**config.mk**
```make
export PLATFORM = sky130hd
export DESIGN_NAME = uart_rx_fifo
export DESIGN_NICKNAME = d
export VERILOG_FILES = /design/src/rtl/uart_rx_fifo.sv
export SDC_FILE = /design/constraint.sdc
export NUM_CORES = 1
export LEC_CHECK = 0
export ABC_AREA = 1
export CAP_MARGIN = 30
export CORE_AREA = 3 3 92 94
export DETAILED_ROUTE_END_ITERATION = 12
export DIE_AREA = 0 0 95 97
export PLACE_DENSITY = 0.68
export SLEW_MARGIN = 20
export SYNTH_ARGS = -nofsm -noshare
export SYNTH_HDL_FRONTEND = slang
export SYNTH_SLANG_ARGS = --single-unit
export TNS_END_PERCENT = 20
```
**constraint.sdc**
```tcl
create_clock -name clk -period 2.27 [get_ports clk]
set_input_delay 0.454 -clock clk [delete_from_list [all_inputs] [get_ports clk]]
set_output_delay 0.454 -clock clk [all_outputs]
set_load 0.005 [all_outputs]
```
**src/rtl/uart_rx_fifo.sv**
```systemverilog
// UART receiver with configurable bit period, width and parity, feeding a
// small first-word-fall-through FIFO with sticky framing/parity/overrun flags.
module uart_rx_fifo #(
    parameter int unsigned CLK_DIV    = 2604,
    parameter int unsigned DATA_BITS  = 8,
    parameter int unsigned PARITY_EN  = 0,
    parameter int unsigned PARITY_ODD = 0,
    parameter int unsigned FIFO_DEPTH = 4
) (
    input  logic                 clk,
    input  logic                 rst_n,
    input  logic                 RX,
    input  logic                 rd_en,
    input  logic                 clr_err,
    output logic [DATA_BITS-1:0] rx_data,
    output logic                 rx_rdy,
    output logic                 fifo_full,
    output logic                 frame_err,
    output logic                 parity_err,
    output logic                 overrun
);

    localparam int unsigned HALF  = CLK_DIV / 2;
    localparam int unsigned CNT_W = $clog2(CLK_DIV);
    localparam int unsigned BIT_W = $clog2(DATA_BITS);
    localparam int unsigned PTR_W = $clog2(FIFO_DEPTH);
    localparam int unsigned OCC_W = PTR_W + 1;

    localparam logic [2:0] S_IDLE   = 3'd0;
    localparam logic [2:0] S_START  = 3'd1;
    localparam logic [2:0] S_DATA   = 3'd2;
    localparam logic [2:0] S_PARITY = 3'd3;
    localparam logic [2:0] S_STOP   = 3'd4;
    localparam logic [2:0] S_BREAK  = 3'd5;

    logic                 rx_meta, rx_s;
    logic [2:0]           state_q, state_d;
    logic [CNT_W-1:0]     cnt_q, cnt_d;
    logic [BIT_W-1:0]     bit_q, bit_d;
    logic [DATA_BITS-1:0] shreg_q, shreg_d;
    logic                 par_q, par_d;
    logic                 par_bad_c;
    logic                 push_c, frame_set_c, par_set_c;

    // Two-flop synchroniser; the line idles high
    always_ff @(posedge clk or negedge rst_n) begin
        if (!rst_n) begin
            rx_meta <= 1'b1;
            rx_s    <= 1'b1;
        end else begin
            rx_meta <= RX;
            rx_s    <= rx_meta;
        end
    end

    always_ff @(posedge clk or negedge rst_n) begin
        if (!rst_n) begin
            state_q <= S_IDLE;
            cnt_q   <= '0;
            bit_q   <= '0;
            shreg_q <= '0;
            par_q   <= 1'b0;
        end else begin
            state_q <= state_d;
            cnt_q   <= cnt_d;
            bit_q   <= bit_d;
            shreg_q <= shreg_d;
            par_q   <= par_d;
        end
    end

    assign par_bad_c = ((^shreg_q) ^ par_q) != 1'(PARITY_ODD);

    always_comb begin
        state_d     = state_q;
        cnt_d       = cnt_q + CNT_W'(1);
        bit_d       = bit_q;
        shreg_d     = shreg_q;
        par_d       = par_q;
        push_c      = 1'b0;
        frame_set_c = 1'b0;
        par_set_c   = 1'b0;
        case (state_q)
            S_IDLE: begin
                cnt_d = '0;
                if (!rx_s) state_d = S_START;
            end
            S_START: begin
                // Mid-start check rejects short low glitches
                if (cnt_q == CNT_W'(HALF - 1)) begin
                    cnt_d = '0;
                    bit_d = '0;
                    state_d = rx_s ? S_IDLE : S_DATA;
                end
            end
            S_DATA: begin
                if (cnt_q == CNT_W'(CLK_DIV - 1)) begin
                    cnt_d   = '0;
                    shreg_d = {rx_s, shreg_q[DATA_BITS-1:1]};
                    bit_d   = bit_q + BIT_W'(1);
                    if (bit_q == BIT_W'(DATA_BITS - 1))
                        state_d = (PARITY_EN != 0) ? S_PARITY : S_STOP;
                end
            end
            S_PARITY: begin
                if (cnt_q == CNT_W'(CLK_DIV - 1)) begin
                    cnt_d   = '0;
                    par_d   = rx_s;
                    state_d = S_STOP;
                end
            end
            S_STOP: begin
                // Leave at mid-stop so a following start edge is not missed
                if (cnt_q == CNT_W'(CLK_DIV - 1)) begin
                    cnt_d = '0;
                    if (!rx_s) begin
                        frame_set_c = 1'b1;
                        state_d     = S_BREAK;
                    end else if ((PARITY_EN != 0) && par_bad_c) begin
                        par_set_c = 1'b1;
                        state_d   = S_IDLE;
                    end else begin
                        push_c  = 1'b1;
                        state_d = S_IDLE;
                    end
                end
            end
            S_BREAK: begin
                cnt_d = '0;
                if (rx_s) state_d = S_IDLE;
            end
            default: state_d = S_IDLE;
        endcase
    end

    logic [DATA_BITS-1:0] mem [FIFO_DEPTH];
    logic [PTR_W-1:0]     wr_ptr_q, rd_ptr_q, rd_ptr_d;
    logic [OCC_W-1:0]     occ_q, occ_d;
    logic                 pop_c, full_c, wr_c, ovr_c;
    logic [DATA_BITS-1:0] head_d;

    assign pop_c  = rd_en & rx_rdy;
    assign full_c = occ_q == OCC_W'(FIFO_DEPTH);
    assign wr_c   = push_c & (~full_c | pop_c);
    assign ovr_c  = push_c & full_c & ~pop_c;

    always_comb begin
        occ_d = occ_q;
        if (wr_c && !pop_c)
            occ_d = occ_q + OCC_W'(1);
        else if (!wr_c && pop_c)
            occ_d = occ_q - OCC_W'(1);
        rd_ptr_d = pop_c ? rd_ptr_q + PTR_W'(1) : rd_ptr_q;
        // Bypass the incoming word when it lands at the new head slot
        head_d = (wr_c && (wr_ptr_q == rd_ptr_d)) ? shreg_q : mem[rd_ptr_d];
    end

    always_ff @(posedge clk) begin
        if (wr_c) mem[wr_ptr_q] <= shreg_q;
    end

    always_ff @(posedge clk or negedge rst_n) begin
        if (!rst_n) begin
            wr_ptr_q  <= '0;
            rd_ptr_q  <= '0;
            occ_q     <= '0;
            rx_data   <= '0;
            rx_rdy    <= 1'b0;
            fifo_full <= 1'b0;
        end else begin
            if (wr_c) wr_ptr_q <= wr_ptr_q + PTR_W'(1);
            rd_ptr_q  <= rd_ptr_d;
            occ_q     <= occ_d;
            if (occ_d != '0) rx_data <= head_d;
            rx_rdy    <= occ_d != '0;
            fifo_full <= occ_d == OCC_W'(FIFO_DEPTH);
        end
    end

    // Sticky flags; a same-cycle set beats clr_err
    always_ff @(posedge clk or negedge rst_n) begin
        if (!rst_n) begin
            frame_err  <= 1'b0;
            parity_err <= 1'b0;
            overrun    <= 1'b0;
        end else begin
            frame_err  <= frame_set_c | (frame_err & ~clr_err);
            parity_err <= par_set_c | (parity_err & ~clr_err);
            overrun    <= ovr_c | (overrun & ~clr_err);
        end
    end

endmodule

```
==> results.cfg <==
[worst_setup_path]
crit_arrival_ns = 2.26
critPathKind = flip-flop to flip-flop
ff2ff_path_depth = 12
cp_max_fo = 10
start_kind = flip-flop
crit_path_end_kind = flip-flop
cp.required_ns = 2.52

[global_route]
grt.total_usage_pct = 18.1
grt_pass1_vias = 2679
grt_max_degree = 36
grt-ovfl-total = 0
grt_pass1_wl_mm = 12.8
antenna_found_initial = 0

[synth]
synthArstFlopShare_pct = 60.0
synth_area_per_cell_um2 = 10.1
synth_warnings = 0
synthesis.nets = 396
synth_commonest_cells = 67 x nand2_1, 46 x dfrtp_1, 38 x o21ai_0
mappedNetlistArea_um2 = 3840
synth_edf_count = 32
seq_area_frac_synth_pct = 56.3
ys.flop_type = dfrtp_1
yosysTopAreaCellShare_pct = 30.0
synth_cell_types = 42
synth-seq-cells = 80
yosysMostFrequentCell = nand2_1
synthCells = 380
yosysTopAreaCell = dfrtp_1
synth_area_leaders = dfrtp_1 30%, edfxtp_1 25%, nand2_1 6.5%

[min_path]
min_path_type = input port to asynchronous set/reset pin

[sta]
drv_slew = 0
rsz0062_at_grt = no
worst_clock_skew_ns = 0.0116
fin_hold_ws_ns = 0.189
final.min_clock_period_ns = 2.01
fin_tns_setup_ns = 0
finalCritPeriodShare_pct = 88.7
fmax_mhz = 497
worst_pin_slew_ns = 0.804
setup_violations = 0
hold_violations = 0
max_slew_margin_pct = 46.4

[die]
fp-row-count = 32
ios = 18
initial_core_util_pct = 49.7
die_h_um = 97
floorplan.die_area_um2 = 9220
core_area_um2 = 7730
die_w_um = 95

[power]
p_switching_w = 0.00143
power_w = 0.00451
p_comb_share_pct = 31.8
p_sw_share_pct = 31.8
pwr_density_cell_nw_per_um2 = 1000
ir_worst_vdd_uv = 362
intPower_w = 0.00308
p_seq_share_pct = 37.8
p_leak_nw = 2.04
clkPwrFrac_pct = 30.4

[clock_network]
post_cts_buffers = 0
cts.repair.resized = 0
ctsHoldBuffers = 0
cts.clk_slew.worst_paths_ns = 0.09
cts_buffer_depth = 2
cts_tree = built
cts-root-buf = clkbuf_8
cts_sinks = 80
cts-htree-levels = 3
clkLatencyLatePin_ns = 0.35
cts-buffers-inserted = 9

[drt]
antenna_left = 0
via_count = 2738
totalWireLength_mm = 7.64
post_drt_via_cell_ratio = 5.19
drc = 0
wl_per_cell_um = 14.5
drt_iter0_markers = 132
firstDrtPassIters = 5

[run_status]
outcome = completed

[cells_and_area]
nFillCells = 648
stdcell_count = 528
drive_gt1_share_pct = 18.8
syn_to_final_growth_pct = 17.1
diodes = 0
fin_nets = 437

[placement]
dp_hpwl_mm = 5.38
dp_cells = 512
gp_congestion = 0.828
numPortBuffers = 17

[flow_run]
cap_violations = 0
flip-flops by register name, summed over array words and instances, names as in the netlist:
| signal | cells |
|---|---|
| bit_q | 3 |
| fifo_full | 1 |
| rd_ptr_q | 2 |
| frame_err | 1 |
| parity_err | 1 |
| occ_q | 3 |
| cnt_q | 12 |
| rx_rdy | 1 |
| wr_ptr_q | 2 |
| rx_meta | 1 |
| rx_data | 8 |
| shreg_q | 8 |
| overrun | 1 |
| rx_s | 1 |
| state_q | 3 |
| mem | 32 |
worst paths after layout:
kind                                    start                endpoint  slack (ns)
max                        cnt_q[0]$_DFF_PN0_  rx_data[7]$_DFFE_PN0P_        0.26
min                                     rst_n  shreg_q[0]$_DFFE_PN0P_        0.19
max reg2reg                cnt_q[0]$_DFF_PN0_  rx_data[7]$_DFFE_PN0P_        0.26
min reg2reg                 rx_meta$_DFF_PN1_          rx_s$_DFF_PN1_        0.36
max in group asynchronous               rst_n  shreg_q[6]$_DFFE_PN0P_        1.43
min in group clk            rx_meta$_DFF_PN1_          rx_s$_DFF_PN1_        0.36
layer usage:
layer,routed length [um],vias to the layer above,global-route usage [%]
li1,-,1355,-
met1,3550,1308,24.6
met2,3680,64,28.6
met3,309,11,3.50
met4,106,0,6.88
met5,0,-,0
stage by stage:
stage,worst slack (ns),area [um^2],utilization [%]
6_report,0.258,4500,58.2
5_1_grt,0.0763,4500,58.2
4_1_cts,0.257,4500,58.2
3_5_place_dp,-0.0838,4230,54.8
3_3_place_gp,-0.0467,4230,54.8
2_1_floorplan,0.436,3840,-
worst max-delay path: stages (launching register included):
cell      delay (ns)
dfrtp_1         0.40
ha_1            0.24
nand2_1         0.11
nor2_4          0.11
inv_2           0.07
nor2_8          0.15
nand4_4         0.13
clkinv_1        0.07
nand2_1         0.05
nand2_2         0.22
nand3_4         0.18
nand2_1         0.12
nand2_1         0.05
cell type report:
cell class | instances | area [um^2] | area share, %
Sequential cell | 80 | 2160 | 48.1
Multi-Input combinational cell | 249 | 1460 | 32.5
Timing Repair Buffer | 36 | 308 | 6.84
Inverter | 45 | 169 | 3.76
Clock inverter | 7 | 143 | 3.17
Tap cell | 102 | 128 | 2.84
Clock buffer | 9 | 124 | 2.75
power groups by stage:
stage	registers (W)	clock network, W	logic (W)
floorplan	0.00173	0	0.000914
global placement	0.00173	0	0.00141
detailed placement	0.00174	0	0.00143
CTS	0.00171	0.00140	0.00145
global route	0.00172	0.00145	0.00159
finish	0.00171	0.00137	0.00143
layout by cell type (no fill, tap or decap), types with 3 or more instances in the layout:
| cell | n |
|---|---|
| edfxtp_1 | 32 |
| nand2_2 | 5 |
| clkbuf_8 | 9 |
| nor2_1 | 34 |
| o211ai_1 | 8 |
| o21ai_0 | 38 |
| clkdlybuf4s50_1 | 16 |
| inv_1 | 36 |
| dfrtp_1 | 46 |
| or2_2 | 8 |
| inv_2 | 8 |
| buf_4 | 19 |
| bufinv_16 | 4 |
| nor2_4 | 3 |
| nor3_1 | 8 |
| nor2_2 | 3 |
| nand3_1 | 19 |
| a21oi_1 | 4 |
| nand4_1 | 9 |
| nand2_1 | 67 |
| ha_1 | 11 |
| xor2_1 | 5 |
cells by family (layout without fill, tap and decap cells):
logic type                 after synthesis  count (layout)  synth area share (%)
DFF                                     80              80                  56.3
xor gates and xnor gates                 8               8                  2.51
and+or+nand+nor                        172             172                  23.2
adders and majority gates               11              11                  3.58
buffers and inverters                   51              97                  5.60
AOI/OAI and AO/OA                       58              58                  8.73
Power figures use the tool's default switching activity.
